===== src/rtl/sem_pkg.sv =====
// rtl/sem_pkg.sv - shared state codes, counter width and default phase durations
package sem_pkg;

    localparam int W = 5;

    localparam int T_VERDE_P_DEF  = 20;
    localparam int T_AMARELO_DEF  = 4;
    localparam int T_VERMELHO_DEF = 2;
    localparam int T_VERDE_S_DEF  = 10;

    typedef enum logic [2:0] {
        ST_VERDE_P   = 3'd0,
        ST_AMARELO_P = 3'd1,
        ST_VERM1     = 3'd2,
        ST_VERDE_S   = 3'd3,
        ST_AMARELO_S = 3'd4,
        ST_VERM2     = 3'd5
    } estado_t;

endpackage


===== src/rtl/sem_cruzamento_ctrl_contador.sv =====
// rtl/sem_cruzamento_ctrl_contador.sv - 5-bit loadable down counter that holds at zero
module contador_carga5b
    import sem_pkg::*;
#(
    parameter logic [W-1:0] RST_VAL = '0
) (
    input  logic         ck,
    input  logic         rst,
    input  logic         load,
    input  logic [W-1:0] din,
    output logic [W-1:0] q,
    output logic         zero
);

    // Load wins over counting; the count parks at zero until the next load.
    always_ff @(posedge ck or negedge rst) begin
        if (!rst)
            q <= RST_VAL;
        else if (load)
            q <= din;
        else if (q != '0)
            q <= q - W'(1);
    end

    assign zero = (q == '0);

endmodule


===== src/rtl/sem_cruzamento_ctrl.sv =====
// rtl/sem_cruzamento_ctrl.sv - two-way intersection controller with demand-driven side service
module sem_cruzamento_ctrl
    import sem_pkg::*;
#(
    parameter int T_VERDE_P  = T_VERDE_P_DEF,
    parameter int T_AMARELO  = T_AMARELO_DEF,
    parameter int T_VERMELHO = T_VERMELHO_DEF,
    parameter int T_VERDE_S  = T_VERDE_S_DEF
) (
    input  logic         ck,
    input  logic         rst,
    input  logic         ped_req,
    input  logic         car_side,
    output logic [W-1:0] S,
    output logic         pulso,
    output logic [2:0]   estado,
    output logic         VERMELHO_P,
    output logic         AMARELO_P,
    output logic         VERDE_P,
    output logic         VERMELHO_S,
    output logic         AMARELO_S,
    output logic         VERDE_S,
    output logic         ANDAR
);

    if (T_VERDE_P < 1 || T_VERDE_P > 31 || T_AMARELO < 1 || T_AMARELO > 31 ||
        T_VERMELHO < 1 || T_VERMELHO > 31 || T_VERDE_S < 1 || T_VERDE_S > 31) begin : g_param_check
        $error("sem_cruzamento_ctrl: phase durations must lie in 1..31");
    end

    localparam logic [W-1:0] LD_VERDE_P  = W'(T_VERDE_P - 1);
    localparam logic [W-1:0] LD_AMARELO  = W'(T_AMARELO - 1);
    localparam logic [W-1:0] LD_VERMELHO = W'(T_VERMELHO - 1);
    localparam logic [W-1:0] LD_VERDE_S  = W'(T_VERDE_S - 1);

    estado_t      st;
    estado_t      st_nxt;
    logic         pend;
    logic         demanda;
    logic         zero;
    logic         load;
    logic [W-1:0] din;
    logic         req;

    assign req     = ped_req | car_side;
    assign demanda = pend | req;

    contador_carga5b #(
        .RST_VAL (LD_VERDE_P)
    ) u_cnt (
        .ck   (ck),
        .rst  (rst),
        .load (load),
        .din  (din),
        .q    (S),
        .zero (zero)
    );

    assign pulso  = zero;
    assign estado = st;

    // Next state plus counter reload; every state change reloads the new phase length.
    always_comb begin
        st_nxt = st;
        din    = '0;
        unique case (st)
            ST_VERDE_P:   if (zero && demanda) st_nxt = ST_AMARELO_P;
            ST_AMARELO_P: if (zero) st_nxt = ST_VERM1;
            ST_VERM1:     if (zero) st_nxt = ST_VERDE_S;
            ST_VERDE_S:   if (zero) st_nxt = ST_AMARELO_S;
            ST_AMARELO_S: if (zero) st_nxt = ST_VERM2;
            ST_VERM2:     if (zero) st_nxt = ST_VERDE_P;
            default:      st_nxt = ST_VERM2;
        endcase
        case (st_nxt)
            ST_VERDE_P:                din = LD_VERDE_P;
            ST_AMARELO_P, ST_AMARELO_S: din = LD_AMARELO;
            ST_VERDE_S:                din = LD_VERDE_S;
            default:                   din = LD_VERMELHO;
        endcase
        load = (st_nxt != st);
    end

    // State register.
    always_ff @(posedge ck or negedge rst) begin
        if (!rst)
            st <= ST_VERDE_P;
        else
            st <= st_nxt;
    end

    // Side-road request latch; cleared as side green starts, which also swallows a coincident request.
    always_ff @(posedge ck or negedge rst) begin
        if (!rst)
            pend <= 1'b0;
        else if (st == ST_VERM1 && st_nxt == ST_VERDE_S)
            pend <= 1'b0;
        else if (req && st != ST_VERDE_S)
            pend <= 1'b1;
    end

    // Lamps registered from the next state so they change on the same edge as estado.
    always_ff @(posedge ck or negedge rst) begin
        if (!rst) begin
            {VERMELHO_P, AMARELO_P, VERDE_P} <= 3'b001;
            {VERMELHO_S, AMARELO_S, VERDE_S} <= 3'b100;
            ANDAR                            <= 1'b0;
        end else begin
            {VERMELHO_P, AMARELO_P, VERDE_P} <= 3'b100;
            {VERMELHO_S, AMARELO_S, VERDE_S} <= 3'b100;
            ANDAR                            <= 1'b0;
            case (st_nxt)
                ST_VERDE_P:   {VERMELHO_P, AMARELO_P, VERDE_P} <= 3'b001;
                ST_AMARELO_P: {VERMELHO_P, AMARELO_P, VERDE_P} <= 3'b010;
                ST_VERDE_S: begin
                    {VERMELHO_S, AMARELO_S, VERDE_S} <= 3'b001;
                    ANDAR                            <= 1'b1;
                end
                ST_AMARELO_S: {VERMELHO_S, AMARELO_S, VERDE_S} <= 3'b010;
                default: ;
            endcase
        end
    end

endmodule


===== config.mk =====
export PLATFORM = sky130hd
export DESIGN_NAME = sem_cruzamento_ctrl
export DESIGN_NICKNAME = d
export VERILOG_FILES = /design/src/rtl/sem_pkg.sv /design/src/rtl/sem_cruzamento_ctrl_contador.sv /design/src/rtl/sem_cruzamento_ctrl.sv
export SDC_FILE = /design/constraint.sdc
export NUM_CORES = 1
export LEC_CHECK = 0
export ABC_AREA = 1
export ABC_CLOCK_PERIOD_IN_PS = 3550
export BUFFER_PORTS_ARGS = -buffer_cell sky130_fd_sc_hd__buf_2
export CORE_MARGIN = 2
export CORE_UTILIZATION = 30
export DETAILED_ROUTE_END_ITERATION = 10
export PLACE_DENSITY_LB_ADDON = 0.05
export SETUP_SLACK_MARGIN = 0.5
export SLEW_MARGIN = 20
export SYNTH_ARGS = -nofsm -noshare
export SYNTH_HDL_FRONTEND = slang
export SYNTH_SLANG_ARGS = --single-unit

===== constraint.sdc =====
create_clock -name ck -period 3.55 [get_ports ck]
set_input_delay 0.71 -clock ck [delete_from_list [all_inputs] [get_ports ck]]
set_output_delay 0.71 -clock ck [all_outputs]
set_load 0.1 [all_outputs]

# Word level (Yosys, flattened, before mapping)
# Index checks and enable logic that the tools add are counted.
[totals]
output_inout_bits = 16
register_bits = 15
[op_classes]
bitwise_logic = 2
addsub = 1
n_eq_ne = 10
muxes = 18
n_reduce_logical = 12
[ops]
columns = ["op", "count"]
rows = [
  ["$mux 3", 6],
  ["$pmux 3 s6", 1],
  ["$pmux 5 s3", 1],
  ["$mux 5", 2],
  ["$eq 3x2->1 const B", 3],
  ["$eq 3x3->1 const B", 3],
  ["$mux 1", 8],
  ["$eq 3x1->1 const B", 2],
  ["$logic_not 3->1", 2],
  ["$reduce_or 2->1", 3],
  ["$logic_not 5->1", 1],
  ["$reduce_bool 5->1", 1],
  ["$sub 5x1->5 const B", 1],
  ["$reduce_bool 2->1", 2],
  ["$logic_and 1x1->1", 3],
  ["$ne 3x2->1 const B", 1],
  ["$ne 3x3->1", 1],
  ["$or 1x1->1", 2],
]

# Depth between registers and ports, before layout
[depth]
depth_word = 9
mapped_depth = 11
depth_no_buf = 11

# By module
# A second synthesis with hierarchy kept.
[hier_totals]
cells_unflattened = 95
hier_area_um2 = 792.0
[modules_own_cells]
columns = ["module", "n_inst", "cells_per_inst", "area_each_um2", "seq_area_each_um2"]
rows = [
  ["sem_cruzamento_ctrl", 1, 56, 485.5, 252.7],
  ["contador_carga5b", 1, 39, 306.5, 128.9],
]

# Worst setup path after synthesis
# No wires, ideal clock.
[synth_timing]
path_kind = "register to output"
startpoint = "reg u_cnt.q[3]"
endpoint = "out pulso"
required_time_ns = 2.840
path_buffers = 0
t_arrival_ns = 1.597
path_slack_ns = 1.243
path_stages_with_launch = 4
path_cell_list = "dfrtp_1 > inv_1 > nand2_2 > nor2_4"
[synth_between]
elab_chain_len = 1
[synth_lines]
columns = ["element", "line_no", "rtl"]
rows = [
  ["start: declaration", "sem_cruzamento_ctrl_contador.sv:11", "output logic [W-1:0] q,"],
  ["start signal: assignment", "sem_cruzamento_ctrl_contador.sv:20", "q <= din;"],
  ["start signal: assignment", "sem_cruzamento_ctrl_contador.sv:22", "q <= q - W'(1);"],
  ["$logic_not 5->1", "sem_cruzamento_ctrl_contador.sv:25", "assign zero = (q == '0);"],
  ["end: declaration", "sem_cruzamento_ctrl.sv:15", "output logic pulso,"],
]
# No other way between the ends.

# Final worst setup path
[layout_timing]
startpoint = "reg u_cnt.q[0]"
endpoint = "out pulso"
# Same word-level chain as after synthesis.

==> flow_summary_export.csv <==
group,metric,value,unit
outcome,status,"finished clean",
critical_path,crit_path_start,"u_cnt.q[0]",
finish,antenna_cells,0,
placed_design,dpl.cell_count,137,
critical_path,crit_chain,"inv_1, ha_1, nand2_1, nor2_4, buf_2",
critical_path,reg2regPathDepth,10,
pwr,p_seq_frac,0.619,
finish,num-fill-cells,264,
clock_tree,clockRootBuffer,"clkbuf_4",
clock_tree,clk_latency,0.29,ns
sta,period_needed,2.443,ns
yosys,netlist_top_cells_count,"nand2_1 (20), dfrtp_1 (10), inv_1 (10), nand3_1 (6)",
drt,drtAntennaViolNets,0,
yosys,syn_nets,96,
floorplan,start_util,0.3208,
floorplan,num_rows,18,
drt,post_drt_wl_per_cell,11.40,um
clock_tree,cts_htree_levels,1,
drt,vias,632,
floorplan,die_w,55.71,um
sta,drv_slew,0,
critical_path,slowest_delay,0.46,ns
floorplan,die_h,55.71,um
clock_tree,ctsHoldBuffers,0,
sta,period_share,0.6881,
yosys,synthTopCellsByArea,"dfrtp_1 (31%), dfstp_2 (16%), nand2_1 (9.4%)",
grt,antenna_found_initial,0,
yosys,synth.most_common_cell,"nand2_1",
floorplan,ios,20,
critical_path,cp.arrival,1.73,ns
placed_design,portBuffers,19,
drt,drc,0,
clock_tree,post_cts_resized,0,
floorplan,dieArea,3103,sq um
clock_tree,cts_sinks,15,
yosys,synth_cells,90,
floorplan,coreArea,2500,sq um
yosys,synth_seq_cells,15,
clock_tree,postCtsSetupBuffers,0,
finish,design_area,943.4,sq um
sta,tightestPinTransition,0.4883,ns
yosys,yosysSeqAreaShare,0.4758,
placed_design,gp_congestion,0.7862,
sta,max_slew_margin,0.6767,
pwr,powerDensity,293.0,nW/um^2
yosys,synthArstFlopShare,1.000,
drt,drt-vias-per-instance,4.482,
critical_path,start_kind,"flop",
grt,grt_usage,0.1155,
critical_path,rrSetupSlack,1.91,ns
yosys,yosys.area.top_type,"dfrtp_1",
sta,clock_skew,0.005305,ns
yosys,avgSynthCellArea,8.911,sq um
min_path,hold_class,"in -> async",
critical_path,cp-endpoint,"pulso",
grt,grt_max_degree,16,
sta,fmaxAchievable,409.4,MHz
finish,stdcell_count,141,
critical_path,cpMaxStageDelayCell,"buf_2",
pwr,internal_power,0.0002143,W
yosys,netlist-cell-type-count,24,
pwr,pwr-share-clk,0.363,
sta,tns,0,ns
sta,hold_viol_final,0,
pwr,leakage,0.5154,nW
yosys,ys.flop_type,"dfrtp_1",
pwr,p_sw,0.00006211,W
grt,grt_pass1_wl,2.739,mm
sta,rsz0062_at_grt,"false",
clock_tree,numCtsBuffers,3,
pwr,vdd_drop_max,0.0001661,V
critical_path,critical_path.max_fanout,7,
grt,grt_pass1_vias,641,
finish,area_growth_syn_to_layout,17.63,%
finish,drive_above_1_share,0.4234,
placed_design,dpl-instance-area,915.9,sq um
drt,drt-total-wl,1.608,mm
yosys,ys_warn_count,0,
yosys,synth-edff-count,0,
critical_path,reg2reg_from,"u_cnt.q[0]",
critical_path,cp-end-kind,"primary output",
critical_path,critPathKind,"reg -> out",
finish,num-nets-final,118,
yosys,synth_top_cell_area_share,0.3120,
clock_tree,clkTransAtPathRegs,0.10,ns
critical_path,crit_required,2.84,ns
grt,overflow,0,
clock_tree,ctsLongestPathBuffers,2,
pwr,comb_power_share,0.018,
critical_path,r2r-end,"u_cnt.q[3]",
drt,drt_iter0_drc,5,
clock_tree,cts_tree,"done",
pwr,power.total,0.0002764,W
drt,first_pass_iters,3,
yosys,netlist_area,802.0,sq um
placed_design,dp_hpwl,1.276,mm
job,maxCapViolCount,0,
sta,hold_slack,0.3025,ns
pwr,switching_share,0.2247,
sta,setup_viol,0,
==> routing by layer <==
layer,share of wire,global-route usage,up-vias
li1,-,-,326
met2,0.51,0.1905,10
met1,0.45,0.1404,292
met4,0.018,0.06620,0
met5,0,0,-
met3,0.025,0.02093,4
==> cells in the final DEF, fill, tap and decap left out <==
| cell type | n |
|---|---|
| a21oi_1 | 2 |
| buf_2 | 19 |
| clkbuf_4 | 3 |
| clkinv_2 | 1 |
| dfrtp_1 | 10 |
| dfstp_2 | 5 |
| ha_1 | 2 |
| inv_1 | 10 |
| inv_2 | 4 |
| nand2_1 | 20 |
| nand2_2 | 5 |
| nand2_4 | 1 |
| nand3_1 | 6 |
| nand3_2 | 2 |
| nand4_1 | 1 |
| nor2_1 | 5 |
| nor2_2 | 2 |
| nor2_4 | 4 |
| nor3_1 | 2 |
| nor4_1 | 1 |
| o211ai_1 | 1 |
| o21ai_0 | 1 |
| o21ai_2 | 1 |
| xnor2_1 | 1 |
| xor2_1 | 2 |
==> cell families (layout without fill, tap and decap cells) <==
kind of cell | Yosys count | count (layout) | share of synthesized area
AO/OA/AOI/OAI | 5 | 5 | 0.03900
XOR/XNOR | 3 | 3 | 0.03277
adder cells (fa/ha/maj) | 2 | 2 | 0.03120
buffers and inverters | 16 | 37 | 0.08893
flip-flops | 15 | 15 | 0.4758
AND/OR/NAND/NOR | 49 | 49 | 0.3323
==> worst max-delay path: cells and delay by family, from the launching register on <==
family | cells | cell delay [ns]
fa+ha+maj | 1 | 0.19
simple gates | 2 | 0.29
flops | 1 | 0.38
buf+inv | 2 | 0.57
==> area by class of cell <==
type | instances | area, sq um | share of cell area
Timing Repair Buffer | 19 | 95.09 | 0.1008
Inverter | 14 | 52.55 | 0.05570
Tap cell | 30 | 37.54 | 0.03979
Clock inverter | 1 | 5.005 | 0.005305
Sequential cell | 15 | 381.6 | 0.4045
Multi-Input combinational cell | 59 | 349.1 | 0.3700
Clock buffer | 3 | 22.52 | 0.02387
==> worst min-delay path by stage <==
| stage | cells after the start | endpoint | slack [ns] |
|---|---|---|---|
| finish | 1 | estado[2] | 0.30 |
| CTS | 1 | pend | 0.31 |
| detailed placement | 2 | u_cnt.q[0] | 0.51 |
| global route | 1 | AMARELO_P | 0.31 |
| floorplan | 0 | AMARELO_P | 0.41 |
| global placement | 2 | u_cnt.q[0] | 0.50 |
==> sequential cells by signal, summed over array words and instances (netlist names) <==
signal,count
AMARELO_P,1
ANDAR,1
pend,1
estado,3
AMARELO_S,1
VERMELHO_P,1
VERMELHO_S,1
u_cnt.q,5
VERDE_P,1
==> power by group through the flow <==
| stage | Clock [W] | Combinational (W) | Sequential, W |
|---|---|---|---|
| after global routing | 0.000114 | 0.00000584 | 0.000171 |
| final | 0.000100 | 0.00000497 | 0.000171 |
| after CTS | 0.000106 | 0.00000541 | 0.000171 |
| after floorplan | 0 | 0.000000348 | 0.000174 |
| after global placement | 0 | 0.00000537 | 0.000174 |
| after detailed placement | 0 | 0.00000540 | 0.000174 |
==> per-stage QoR <==
step | util | setup WS [ns]
2_1_floorplan | - | 1.243
3_3_place_gp | 0.3664 | 1.451
3_5_place_dp | 0.3664 | 1.406
4_1_cts | 0.3774 | 1.073
5_1_grt | 0.3774 | 0.9851
6_report | 0.3774 | 1.107
No activity file was read; power rests on OpenSTA's default activity.
